<file path="src/rtl/regfile_pkg.sv">
// ============================================================================
// Module   : regfile_pkg
// Purpose  : Shared types and default sizing for the 2R1W register file.
// Revision : 1.0  initial release
// ============================================================================
`default_nettype none

package regfile_pkg;

    localparam int DEFAULT_DATA_W = 8;
    localparam int DEFAULT_DEPTH  = 4;

    typedef enum logic [0:0] {
        IDLE  = 1'b0,
        CLEAR = 1'b1
    } rf_state_t;

endpackage

`default_nettype wire

</file>
<file path="src/rtl/regfile_clear_ctrl.sv">
// ============================================================================
// Module   : regfile_clear_ctrl
// Purpose  : Bulk-clear sequencer; walks every register address once.
// Revision : 1.0  initial release
// ============================================================================
`default_nettype none

module regfile_clear_ctrl
    import regfile_pkg::*;
#(
    parameter  int DEPTH  = DEFAULT_DEPTH,
    localparam int ADDR_W = $clog2(DEPTH)
) (
    input  logic              clk,
    input  logic              rst_n,
    input  logic              clr_req,
    output logic              clr_active,
    output logic [ADDR_W-1:0] clr_addr,
    output logic              clr_we,
    output logic              clr_busy
);

    localparam logic [ADDR_W-1:0] LAST_ADDR = ADDR_W'(DEPTH - 1);

    rf_state_t         state;
    rf_state_t         state_nxt;
    logic [ADDR_W-1:0] cnt;
    logic [ADDR_W-1:0] cnt_nxt;

    always_ff @(posedge clk or negedge rst_n) begin
        if (!rst_n) begin
            state <= IDLE;
            cnt   <= '0;
        end else begin
            state <= state_nxt;
            cnt   <= cnt_nxt;
        end
    end

    // A request arriving while already clearing is dropped, not queued.
    always_comb begin
        state_nxt = state;
        cnt_nxt   = cnt;
        case (state)
            IDLE: begin
                if (clr_req) begin
                    state_nxt = CLEAR;
                    cnt_nxt   = '0;
                end
            end
            CLEAR: begin
                if (cnt == LAST_ADDR) begin
                    state_nxt = IDLE;
                    cnt_nxt   = '0;
                end else begin
                    cnt_nxt = cnt + ADDR_W'(1);
                end
            end
            default: begin
                state_nxt = IDLE;
                cnt_nxt   = '0;
            end
        endcase
    end

    assign clr_active = (state == CLEAR);
    assign clr_we     = clr_active;
    assign clr_addr   = cnt;
    assign clr_busy   = clr_active;

endmodule

`default_nettype wire

</file>
<file path="src/rtl/regfile_2r1w.sv">
// ============================================================================
// Module   : regfile_2r1w
// Purpose  : 1-write / 2-read register file, registered reads, optional bypass.
// Revision : 1.0  initial release
// ============================================================================
`default_nettype none

module regfile_2r1w
    import regfile_pkg::*;
#(
    parameter  int DATA_W = DEFAULT_DATA_W,
    parameter  int DEPTH  = DEFAULT_DEPTH,
    parameter  int BYPASS = 1,
    localparam int ADDR_W = $clog2(DEPTH)
) (
    input  logic              clk,
    input  logic              rst_n,
    input  logic              we,
    input  logic [ADDR_W-1:0] waddr,
    input  logic [DATA_W-1:0] wdata,
    input  logic              re0,
    input  logic              re1,
    input  logic [ADDR_W-1:0] raddr0,
    input  logic [ADDR_W-1:0] raddr1,
    output logic [DATA_W-1:0] rdata0,
    output logic [DATA_W-1:0] rdata1,
    output logic              rvalid0,
    output logic              rvalid1,
    input  logic              clr_req,
    output logic              clr_busy,
    output logic              err
);

    localparam logic [ADDR_W:0] DEPTH_L = (ADDR_W + 1)'(DEPTH);

    logic [DATA_W-1:0] mem [DEPTH];
    logic              clr_active;
    logic              clr_we;
    logic [ADDR_W-1:0] clr_addr;
    logic              waddr_ok;
    logic              wr_legal;
    logic              wr_bad;
    logic              err_nxt;
    logic [1:0]        re_v;
    logic [1:0][ADDR_W-1:0] raddr_v;

    regfile_clear_ctrl #(
        .DEPTH (DEPTH)
    ) u_clear_ctrl (
        .clk        (clk),
        .rst_n      (rst_n),
        .clr_req    (clr_req),
        .clr_active (clr_active),
        .clr_addr   (clr_addr),
        .clr_we     (clr_we),
        .clr_busy   (clr_busy)
    );

    assign waddr_ok = ({1'b0, waddr} < DEPTH_L);
    assign wr_legal = we && !clr_active && waddr_ok;
    assign wr_bad   = we && (clr_active || !waddr_ok);
    assign re_v     = {re1, re0};
    assign raddr_v  = {raddr1, raddr0};

    genvar i;
    generate
        for (i = 0; i < DEPTH; i++) begin : g_reg
            always_ff @(posedge clk or negedge rst_n) begin
                if (!rst_n) begin
                    mem[i] <= '0;
                end else if (clr_we && (clr_addr == ADDR_W'(i))) begin
                    mem[i] <= '0;
                end else if (wr_legal && (waddr == ADDR_W'(i))) begin
                    mem[i] <= wdata;
                end
            end
        end
    endgenerate

    genvar p;
    generate
        for (p = 0; p < 2; p++) begin : g_rd
            logic              addr_ok;
            logic              bad;
            logic [DATA_W-1:0] nxt;
            logic [DATA_W-1:0] q;
            logic              v;

            assign addr_ok = ({1'b0, raddr_v[p]} < DEPTH_L);
            assign bad     = re_v[p] && !addr_ok;

            // Range is checked before indexing so a non-power-of-two array is never overrun.
            always_comb begin
                nxt = '0;
                if (!clr_active && addr_ok) begin
                    if ((BYPASS != 0) && wr_legal && (waddr == raddr_v[p])) begin
                        nxt = wdata;
                    end else begin
                        nxt = mem[raddr_v[p]];
                    end
                end
            end

            always_ff @(posedge clk or negedge rst_n) begin
                if (!rst_n) begin
                    q <= '0;
                    v <= 1'b0;
                end else begin
                    v <= re_v[p];
                    if (re_v[p]) begin
                        q <= nxt;
                    end
                end
            end
        end
    endgenerate

    assign err_nxt = wr_bad || g_rd[0].bad || g_rd[1].bad;

    always_ff @(posedge clk or negedge rst_n) begin
        if (!rst_n) begin
            err <= 1'b0;
        end else begin
            err <= err_nxt;
        end
    end

    assign rdata0  = g_rd[0].q;
    assign rdata1  = g_rd[1].q;
    assign rvalid0 = g_rd[0].v;
    assign rvalid1 = g_rd[1].v;

endmodule

`default_nettype wire

</file>
<file path="config.mk">
export PLATFORM = sky130hd
export DESIGN_NAME = regfile_2r1w
export DESIGN_NICKNAME = d
export VERILOG_FILES = /design/src/rtl/regfile_pkg.sv /design/src/rtl/regfile_clear_ctrl.sv /design/src/rtl/regfile_2r1w.sv
export SDC_FILE = /design/constraint.sdc
export NUM_CORES = 1
export LEC_CHECK = 0
export BUFFER_PORTS_ARGS = -buffer_cell sky130_fd_sc_hd__buf_2
export CAP_MARGIN = 20
export CORE_MARGIN = 2
export CORE_UTILIZATION = 40
export DETAILED_ROUTE_END_ITERATION = 8
export PLACE_DENSITY = 0.63
export SLEW_MARGIN = 0
export SYNTH_ARGS = -nofsm -noshare
export SYNTH_HDL_FRONTEND = slang
export SYNTH_SLANG_ARGS = --single-unit
</file>
<file path="constraint.sdc">
create_clock -name clk -period 3 [get_ports clk]
set_input_delay 0.15 -clock clk [delete_from_list [all_inputs] [get_ports clk]]
set_output_delay 0.15 -clock clk [all_outputs]
set_load 0.01 [all_outputs]
</file>
==> flow_summary_export.csv, run 1 <==
group,metric,value,unit
sta,rsz0062_at_grt,"no",
synth,ys_async_sr_fraction,1.00,
grt,grt_max_degree,34,
sta,finalWorstSetupSlack,1040,ps
clock_network,htree_num_levels,2,
synth,ys_seq_elements,54,
layout,final_common_cell,"dfrtp_1",
drt,wl_per_cell,18.9,µm
power_and_ir_drop,leakage,1.51,nW
synth,synthDistinctLibCells,34,
worst_setup_path,startpoint_type,"flip-flop",
worst_hold_path,min_to,"u_clear_ctrl.clr_addr[1]",
grt,grt-ovfl-total,0,
power_and_ir_drop,irDropWorstVdd,234,µV
layout,final_cells,398,
floorplanning,start_util,0.408,
sta,slew_violations,0,
worst_setup_path,timing.rr.start,"u_clear_ctrl.clr_active",
clock_network,cts_buffer_depth,2,
synth,synth_area_leader_cell,"dfrtp_1",
worst_setup_path,critPathRequiredTime,3230,ps
clock_network,tritoncts.num_buffers,5,
sta,setup_tns,0,ps
drt,drtAntennaViolNets,0,
drt,finalWirelength,7530,µm
worst_hold_path,holdPathStages,2,
synth,synth.top_cell.area_share,0.433,
sta,period_share,0.655,
floorplanning,ios,40,
synth,yosysSeqAreaShare,0.433,
grt,grt_pass1_vias,2174,
sta,clock_skew,7.83,ps
placement,place_inst,390,
synth,ys_warn_count,0,
job,max-cap-violations,0,
drt,vias,2237,
drt,drt-initial-drc-count,115,
worst_setup_path,r2r_setup_slack,1040,ps
outcome,status,"finished, final reports clean",
sta,slew_headroom,0.500,
synth,synthFlopType,"dfrtp_1",
drt,first_pass_iters,4,
worst_hold_path,hp-start,"clr_req",
sta,worstMarginPinSlew,750,ps
worst_setup_path,rr_endpoint,"rdata1[6]",
layout,antennaDiodeCount,0,
clock_network,ctsResizeCount,0,
synth,synth_cells,268,
clock_network,tritoncts,"yes",
layout,syn2layout_area_growth,11.0,%
floorplanning,core-area,7650,µm²
drt,drcViolationCount,0,
grt,antenna_found_initial,0,
drt,viasPerCell,5.62,
worst_setup_path,cp_max_fo,18,
power_and_ir_drop,total_power,2.26,mW
worst_setup_path,r2r_cells,3,
clock_network,clkTransAtPathRegs,90,ps
worst_setup_path,cp-end-kind,"flip-flop",
sta,period_needed,1960,ps
power_and_ir_drop,power_density,653,nW/µm²
layout,final_cell_mix,"dfrtp_1, buf_2, nand2_1",
clock_network,root_buffer,"clkbuf_8",
synth,synth.area.top_cells,"dfrtp_1, mux4_1, mux4_2",
floorplanning,placementRows,32,
layout,nFillCells,725,
sta,setup_viol,0,
worst_hold_path,hp-class,"in2reg",
layout,drive_gt1_frac,0.233,
placement,dp_hpwl,5220,µm
floorplanning,die_w,92.3,µm
floorplanning,die_area,8520,µm²
worst_setup_path,cp_data_arrival_time,2190,ps
synth,syn_nets,292,
worst_setup_path,critical_path_class,"reg2reg",
grt,grt_pass1_wl,12300,µm
placement,place_ws,1060,ps
placement,portBuffers,39,
clock_network,post-cts-setup-buffers,0,
layout,num-nets-final,320,
clock_network,clock-sinks,54,
clock_network,hold_buffers,1,
placement,gp_congestion,0.783,
synth,synth_enable_flop_cells,0,
floorplanning,die_h,92.3,µm
synth,postSynthAreaPerCell,11.6,µm²
sta,max_freq,0.509,GHz
synth,netlist_area,3120,µm²
sta,hold_viol_final,0,
clock_network,clkLatencyLatePin,300,ps
grt,grt_usage,0.189,
## worst max-delay path: stages, from the launching register on
cell      delay [ps]
dfrtp_1          550
nand2b_1         440
or3_1            670
o211ai_2         230
## worst max-delay path by stage
stage                                  startpoint   endpoint  slack (ps)  depth (start not counted)
after global placement    u_clear_ctrl.clr_active  rdata1[7]        1110                          3
after floorplan           u_clear_ctrl.clr_active  rdata0[0]        1550                          4
final                     u_clear_ctrl.clr_active  rdata1[6]        1040                          3
after detailed placement  u_clear_ctrl.clr_active  rdata1[2]        1060                          3
after CTS                 u_clear_ctrl.clr_active  rdata1[2]        1030                          3
after global routing      u_clear_ctrl.clr_active  rdata1[6]         890                          3
## registers in the layout (all words and copies together) (netlist names)
name,cells
rdata1,8
u_clear_ctrl.clr_addr,2
u_clear_ctrl.clr_active,1
err,1
mem,32
rdata0,8
rvalid1,1
rvalid0,1
## logic make-up (layout without fill, tap and decap cells)
kind of cell / Yosys count / after routing / share of synthesized area
AO/OA/AOI/OAI: 50 / 50 / 0.127
XOR/XNOR: 4 / 4 / 0.0233
adder cells (fa/ha/maj): 4 / 4 / 0.0161
buffers and inverters: 25 / 53 / 0.0453
flip-flops: 54 / 54 / 0.433
multiplexers: 33 / 33 / 0.180
AND/OR/NAND/NOR: 98 / 98 / 0.175
## cells in the mapped netlist (2+ instances only)
library cell	count
xor2_1	2
ha_1	4
buf_1	3
nand2b_1	17
buf_6	5
o211ai_2	8
or3_1	2
a21oi_1	16
inv_1	3
buf_2	5
mux4_2	8
clkbuf_1	8
nand3b_1	16
o311ai_0	14
o211ai_1	8
nand2_1	33
nor2_1	16
mux2i_1	17
o311ai_1	2
mux4_1	8
xor2_4	2
and2_1	5
dfrtp_1	54
nor2b_1	2
## final cells by class
type / instances / area (µm²) / area share
multi-input combinational: 189 / 1630 / 0.471
sequential: 54 / 1350 / 0.390
timing repair buffer: 43 / 228 / 0.0658
tap: 102 / 128 / 0.0369
clock buffer: 6 / 82.6 / 0.0239
clock inverter: 1 / 30.0 / 0.00867
inverter: 3 / 11.3 / 0.00325
## metrics by stage
step / hold slack, ps / area, µm² / util
after CTS: 60.4 / 3460 / 0.453
after floorplan: -146 / 3120 / -
after global placement: 257 / 3340 / 0.437
final: 58.8 / 3460 / 0.453
after detailed placement: 256 / 3340 / 0.437
after global routing: 57.8 / 3460 / 0.453
## routing by layer
layer | track usage | share of wire | up-vias | wire length [µm]
li1 | - | - | 1048 | -
met2 | 0.311 | 0.48 | 54 | 3620
met3 | 0.0309 | 0.039 | 8 | 291
met1 | 0.269 | 0.47 | 1127 | 3550
met4 | 0.0348 | 0.0092 | 0 | 69
met5 | 0 | 0 | - | 0
## report_power, final
group	switching, mW	internal [mW]
logic	0.404	0.320
clock network	0.233	0.267
registers	0.137	0.900
Power figures use the tool's default switching activity.
==> run 2, diff against run 1 <==
- clock period: 3 -> 1.9 ns (I/O delays scaled with it)
==> run 2 against run 1 <==
  * Power up 60%
  * Largest power group unchanged
  * Critical endpoint unchanged
  * Wire length is 2.0% higher
  * Global-route usage is 0.34 points higher
==> flow_summary_export.csv, run 2 (synthesis gave the netlist of run 1 again) <==
group,metric,value,unit
layout,final_util,0.463,
drt,wl_per_cell,18.9,µm
drt,vias,2262,
layout,largest_register,"mem",
layout,multi_input_area,1630,µm²
sta,clock_skew,5.34,ps
floorplanning,die_h,92.3,µm
outcome,status,"finished, final reports clean",
clock_network,clkTransAtPathRegs,100,ps
worst_setup_path,critical_path_class,"reg2reg",
placement,dp_hpwl,5520,µm
sta,slew_violations,0,
worst_setup_path,cp_max_fo,18,
drt,drtAntennaViolNets,0,
clock_network,hold_buffers,2,
clock_network,tritoncts,"yes",
drt,drt-initial-drc-count,148,
clock_network,clkLatencyLatePin,310,ps
grt,grt-ovfl-total,0,
grt,grt_max_degree,29,
clock_network,htree_num_levels,2,
grt,grt_pass1_vias,2311,
layout,num-nets-final,328,
layout,seqCellArea,1350,µm²
worst_hold_path,holdPathStages,1,
worst_setup_path,cp_data_arrival_time,1980,ps
clock_network,root_buffer,"clkbuf_8",
worst_setup_path,cp_slowest_stage_delay,670,ps
drt,viasPerCell,5.57,
floorplanning,core-area,7650,µm²
sta,setup_tns,0,ps
grt,grt_pass1_wl,12500,µm
worst_setup_path,r2r_setup_slack,160,ps
sta,slew_headroom,0.576,
clock_network,tritoncts.num_buffers,5,
sta,period_share,0.915,
floorplanning,die_w,92.3,µm
clock_network,ctsResizeCount,0,
job,max-cap-violations,0,
sta,finalWorstSetupSlack,161,ps
layout,antennaDiodeCount,0,
worst_setup_path,cpMaxStageDelayCell,"or3_1",
layout,final_common_cell,"dfrtp_1",
worst_setup_path,critPathRequiredTime,2140,ps
worst_hold_path,hp-start,"re1",
drt,drcViolationCount,0,
sta,setup_viol,0,
drt,finalWirelength,7680,µm
placement,gp_congestion,0.808,
placement,place_ws,190,ps
worst_setup_path,critPathTopFamily,"simple AND/OR/NAND/NOR gates",
sta,hold_viol_final,0,
drt,first_pass_iters,4,
layout,syn2layout_area_growth,13.4,%
clock_network,clock-sinks,54,
floorplanning,ios,40,
layout,nFillCells,718,
clock_network,cts_buffer_depth,2,
worst_setup_path,timing.rr.start,"u_clear_ctrl.clr_active",
worst_hold_path,min_to,"rvalid1",
placement,portBuffers,39,
power_and_ir_drop,leakage,1.56,nW
worst_setup_path,startpoint_type,"flip-flop",
sta,max_freq,0.575,GHz
power_and_ir_drop,irDropWorstVdd,356,µV
grt,antenna_found_initial,0,
worst_setup_path,cp-end-kind,"flip-flop",
worst_hold_path,hp-class,"in2reg",
floorplanning,placementRows,32,
power_and_ir_drop,power_density,1020,nW/µm²
worst_setup_path,r2r_cells,3,
sta,whs,54.7,ps
worst_setup_path,crit_chain,"nand2b_1 > or3_1 > o211ai_2",
sta,period_needed,1740,ps
layout,largest_reg_flops,32,
sta,rsz0062_at_grt,"no",
worst_setup_path,rr_endpoint,"rdata1[6]",
layout,drive_gt1_frac,0.250,
floorplanning,die_area,8520,µm²
grt,grt_usage,0.193,
clock_network,post-cts-setup-buffers,0,
sta,worstMarginPinSlew,636,ps
worst_setup_path,critPathBufInv,0,
layout,final_cell_mix,"dfrtp_1, buf_2, nand2_1",
floorplanning,start_util,0.408,
## run 2: how the worst max path moves through the flow
stage	start	end	slack, ps	depth (start not counted)
after floorplan	u_clear_ctrl.clr_active	rdata0[0]	450	4
after global placement	u_clear_ctrl.clr_active	rdata1[2]	230	3
after detailed placement	u_clear_ctrl.clr_active	rdata1[6]	190	3
after CTS	u_clear_ctrl.clr_active	rdata1[6]	160	3
after global routing	u_clear_ctrl.clr_active	rdata1[6]	30	3
final	u_clear_ctrl.clr_active	rdata1[6]	160	3
## run 2: metrics by stage
stage	power [mW]	area [µm²]	instances
final	3.61	3540	406
after global routing	3.83	3540	406
after CTS	3.63	3540	406
after detailed placement	2.83	3400	397
after global placement	2.78	3400	397
after floorplan	2.43	3120	268
## run 2: area by class of cell
type | instances | share of cell area
Timing Repair Buffer | 51 | 0.0856
Clock inverter | 1 | 0.00849
Clock buffer | 6 | 0.0233
Multi-Input combinational cell | 189 | 0.461
Tap cell | 102 | 0.0361
Inverter | 3 | 0.00318
Sequential cell | 54 | 0.382
## run 2: worst reg2reg max path: cells and delay by family, from the launching register on
| kind | cells | cell delay (ps) |
|---|---|---|
| AO/OA/AOI/OAI | 1 | 240 |
| flip-flops | 1 | 400 |
| AND/OR/NAND/NOR | 2 | 1030 |
## run 2: layer usage
metal  part of all wire  global-route usage  up-vias  routed length (µm)
met1               0.47               0.267     1121                3580
met2               0.47               0.313       72                3640
li1                   -                   -     1061                   -
met5                  0                   0        -                   0
met4              0.013              0.0522        0                  97
met3              0.047              0.0358        8                 361
## run 2: power breakdown
part | switching, mW | internal, mW
Sequential | 0.196 | 1.42
Clock | 0.381 | 0.422
Combinational | 0.662 | 0.525
Total | 1.24 | 2.37
